==> src/rtl/pal_se_4bits_pkg.sv <==
// Shared constants for the pal_se_4bits PISO serialiser.
package pal_se_4bits_pkg;

    localparam int  PSE_WIDTH_DEFAULT = 4;
    localparam int  PSE_WIDTH_MIN     = 2;
    localparam int  PSE_WIDTH_MAX     = 32;
    localparam logic PSE_FILL_DEFAULT = 1'b0;

endpackage

==> src/rtl/pal_se_4bits.sv <==
// Parallel-in, serial-out shift register: word captured on load, emitted MSB first.
module pal_se_4bits
    import pal_se_4bits_pkg::*;
#(
    parameter int   WIDTH = PSE_WIDTH_DEFAULT,
    parameter logic FILL  = PSE_FILL_DEFAULT
) (
    input  logic             clk,
    input  logic             reset,
    input  logic             load,
    input  logic [WIDTH-1:0] in,
    output logic             out
);

    logic [WIDTH-1:0] sr;

    // reset wins over load, load wins over shift; shifting never stops
    always_ff @(posedge clk) begin
        if (reset)
            sr <= '0;
        else if (load)
            sr <= in;
        else
            sr <= {sr[WIDTH-2:0], FILL};
    end

    assign out = sr[WIDTH-1];

endmodule

==> config.mk <==
export PLATFORM = sky130hd
export DESIGN_NAME = pal_se_4bits
export DESIGN_NICKNAME = d
export VERILOG_FILES = /design/src/rtl/pal_se_4bits_pkg.sv /design/src/rtl/pal_se_4bits.sv
export SDC_FILE = /design/constraint.sdc
export NUM_CORES = 1
export LEC_CHECK = 0
export CAP_MARGIN = 0
export CORE_AREA = 5 5 42 44
export CTS_BUF_LIST = sky130_fd_sc_hd__clkbuf_4
export DETAILED_ROUTE_END_ITERATION = 16
export DIE_AREA = 0 0 47 49
export PLACE_DENSITY = 0.3
export SYNTH_ARGS = -nofsm -noshare
export SYNTH_HDL_FRONTEND = slang
export SYNTH_SLANG_ARGS = --single-unit
==> constraint.sdc <==
create_clock -name clk -period 1.7 [get_ports clk]
set_input_delay 0.51 -clock clk [delete_from_list [all_inputs] [get_ports clk]]
set_output_delay 0.51 -clock clk [all_outputs]
set_load 0.01 [all_outputs]
==> insert_results.sql, run 1 <==
INSERT INTO impl_metrics (metric_group, metric, value, unit) VALUES
('sta', 'number_of_setup_violations_in_the_final_report', '0', ''),
('setup_path', 'dominant_delay_contributor_by_cell_family_on_the_critical_path', 'buffers and inverters', ''),
('global_routing', 'gr-usage-met3', '0.0332', ''),
('global_routing', 'grt_start_max_net_pins', '5', ''),
('detailed_routing', 'vias', '108', ''),
('setup_path', 'path_max_fanout', '1', ''),
('cts', 'clock_tree_from_tritoncts', 'done', ''),
('global_routing', 'grt_use_met2', '0.0317', ''),
('place', 'detailedPlace.worstSlack', '0.221', 'ns'),
('worst_hold_path', 'min-delay-path-class', 'flop to flop', ''),
('logic_synthesis', 'mappedNetlistArea', '131', 'um2'),
('sta', 'period_share', '0.925', ''),
('cts', 'clock_insertion_delay_worst_skew', '0.24', 'ns'),
('setup_path', 'worstPathBufferInverterCount', '1', ''),
('power', 'combinationalPowerShare', '0.106', ''),
('place', 'globalplace.congestion', '0.629', ''),
('layout', 'antenna_cells_inserted', '0', ''),
('power', 'vdd.ir_drop.worst', '0.303', 'mV'),
('run_status', 'result_of_the_run', 'finished, final reports clean', ''),
('sta', 'worstMarginPinSlew', '0.198', 'ns'),
('power', 'power.internal', '0.198', 'mW'),
('sta', 'finClkSkew', '0.00233', 'ns'),
('layout', 'stdcell_area', '244', 'um2'),
('power', 'net-switching-power', '0.0518', 'mW'),
('cts', 'clock_tree.buffer_depth', '2', ''),
('logic_synthesis', 'synthDominantCellAreaShare', '0.610', ''),
('detailed_routing', 'drtPass1Iterations', '2', ''),
('floorplan', 'floorplan.initialDensity', '0.0938', ''),
('floorplan', 'core.rowCount', '14', ''),
('logic_synthesis', 'syn-instance-count', '11', ''),
('detailed_routing', 'detail_route.iter0.violations', '1', ''),
('global_routing', 'grt_remaining_overflow', '0', ''),
('logic_synthesis', 'ys_warn_count', '0', ''),
('logic_synthesis', 'syn-mean-instance-area', '11.9', 'um2'),
('sta', 'maxClockFrequency', '636', 'MHz'),
('global_routing', 'grt.met1_usage', '0.0440', ''),
('global_routing', 'globalRoute.busiestLayer', 'met4', ''),
('logic_synthesis', 'synth_common_cells', 'sky130_fd_sc_hd__dfxtp_1, sky130_fd_sc_hd__mux2i_1, sky130_fd_sc_hd__nor2_1', ''),
('layout', 'share_of_post_route_cells_with_drive_strength_above_1', '0.190', ''),
('sta', 'timing_max_transition_violations_final', '0', ''),
('logic_synthesis', 'synth_top_flop_cell', 'sky130_fd_sc_hd__dfxtp_1', ''),
('setup_path', 'crit_path_end_kind', 'output port', ''),
('logic_synthesis', 'synth-seq-cells', '4', ''),
('global_routing', 'grt_pass1_wl', '517', 'um'),
('cts', 'h-tree-depth', '1', ''),
('setup_path', 'worstPathRequired', '1.19', 'ns'),
('setup_path', 'worst-setup-path-type', 'flop to output port', ''),
('detailed_routing', 'antenna_violating_nets_post_route', '0', ''),
('sta', 'rsz0062_at_grt', 'no', ''),
('run', 'timing.max_cap.violations', '0', ''),
('logic_synthesis', 'number_of_synthesized_flops_with_an_enable_pin', '0', ''),
('floorplan', 'die_width', '47', 'um'),
('sta', 'relSlewSlack', '0.867', ''),
('logic_synthesis', 'async_reset_ff_frac', '0', ''),
('cts', 'numCtsBuffers', '3', ''),
('sta', 'count_of_final_hold_check_violations', '0', ''),
('cts', 'ctsHoldBuffers', '0', ''),
('setup_path', 'timing.critical_path.from_type', 'flop', ''),
('detailed_routing', 'detail_route.drc_violations', '0', ''),
('sta', 'tns', '0', 'ns'),
('detailed_routing', 'postRouteWirelength', '298', 'um'),
('floorplan', 'core_region_area', '1400', 'um2'),
('setup_path', 'critical_path.max_stage_delay', '0.52', 'ns'),
('global_routing', 'number_of_antenna_violations_at_the_first_check_in_global_routing', '0', ''),
('setup_path', 'slowest_stage', 'sky130_fd_sc_hd__clkdlybuf4s50_1', ''),
('floorplan', 'pin_count', '8', ''),
('cts', 'cts_post_setup_buffers_inserted', '0', ''),
('detailed_routing', 'route.detailed.wl_per_inst', '8.05', 'um'),
('layout', 'layout_top_registers', 'sr: 4 flops', ''),
('power', 'power.share.clock', '0.491', ''),
('layout', 'final_net_count', '30', '');
-- stage by stage --
stage                util  hold slack [ns]  std cells  power, mW
CTS                 0.174            0.470         37      0.260
global route        0.174            0.520         37      0.268
global placement    0.158            0.462         34      0.129
detailed placement  0.158            0.460         34      0.129
floorplan               -            0.437         11      0.109
finish              0.174            0.466         37      0.249
-- power groups by stage --
stage / Clock (mW) / Sequential [mW] / Combinational (mW)
after floorplan: 0 / 0.102 / 0.00677
after global placement: 0 / 0.102 / 0.0271
after detailed placement: 0 / 0.102 / 0.0269
after CTS: 0.132 / 0.101 / 0.0270
after global routing: 0.138 / 0.101 / 0.0294
final: 0.122 / 0.101 / 0.0265
-- cell families after synthesis --
kind of cell     share of synthesized area
DFF                                  0.610
muxes                                0.229
and+or+nand+nor                      0.162
-- routing by layer --
metal / share of wire / vias to the layer above
met1: 0.45 / 42
met3: 0.11 / 2
met4: 0.057 / 0
met2: 0.39 / 7
met5: 0 / -
li1: - / 57
-- layout make-up --
cell class              count  area (um2)
repair buffers              7        70.1
fillers                   168        1160
multi-input cells           7        51.3
well taps                  16        20.0
flip-flops and latches      4        80.1
clock buffers               3        22.5
-- cell usage in the layout (no fill, tap or decap), drive strengths merged --
master,n
clkbuf,3
dfxtp,4
nor2,3
and3b,1
mux2i,3
clkdlybuf4s50,7
-- final timing paths --
check                           cells after the start  slack [ns]              from          endpoint
worst max-delay path                                1        0.13  sr[3]$_SDFF_PP0_               out
worst min-delay path                                2        0.47  sr[1]$_SDFF_PP0_  sr[2]$_SDFF_PP0_
worst min register to register                      2        0.47  sr[1]$_SDFF_PP0_  sr[2]$_SDFF_PP0_
worst max register to register                      2        1.12  sr[0]$_SDFF_PP0_  sr[1]$_SDFF_PP0_
Note: power is estimated with default switching activity, not from simulation.
==> inputs of run 2 (changes only) <==
--- a/config.mk
+++ b/config.mk
@@ -10,6 +10,7 @@
 export CTS_BUF_LIST = sky130_fd_sc_hd__clkbuf_4
 export DETAILED_ROUTE_END_ITERATION = 16
 export DIE_AREA = 0 0 47 49
+export MAX_ROUTING_LAYER = met4
 export PLACE_DENSITY = 0.3
 export SYNTH_ARGS = -nofsm -noshare
 export SYNTH_HDL_FRONTEND = slang
==> results of run 2 <==
No change in the layout: final DEF, timing and power equal those of run 1.
Main changes from that run: final weighted congestion in routability-driven placement 0.629 -> 0.634; overall routing resource usage 0.0408 -> 0.0419
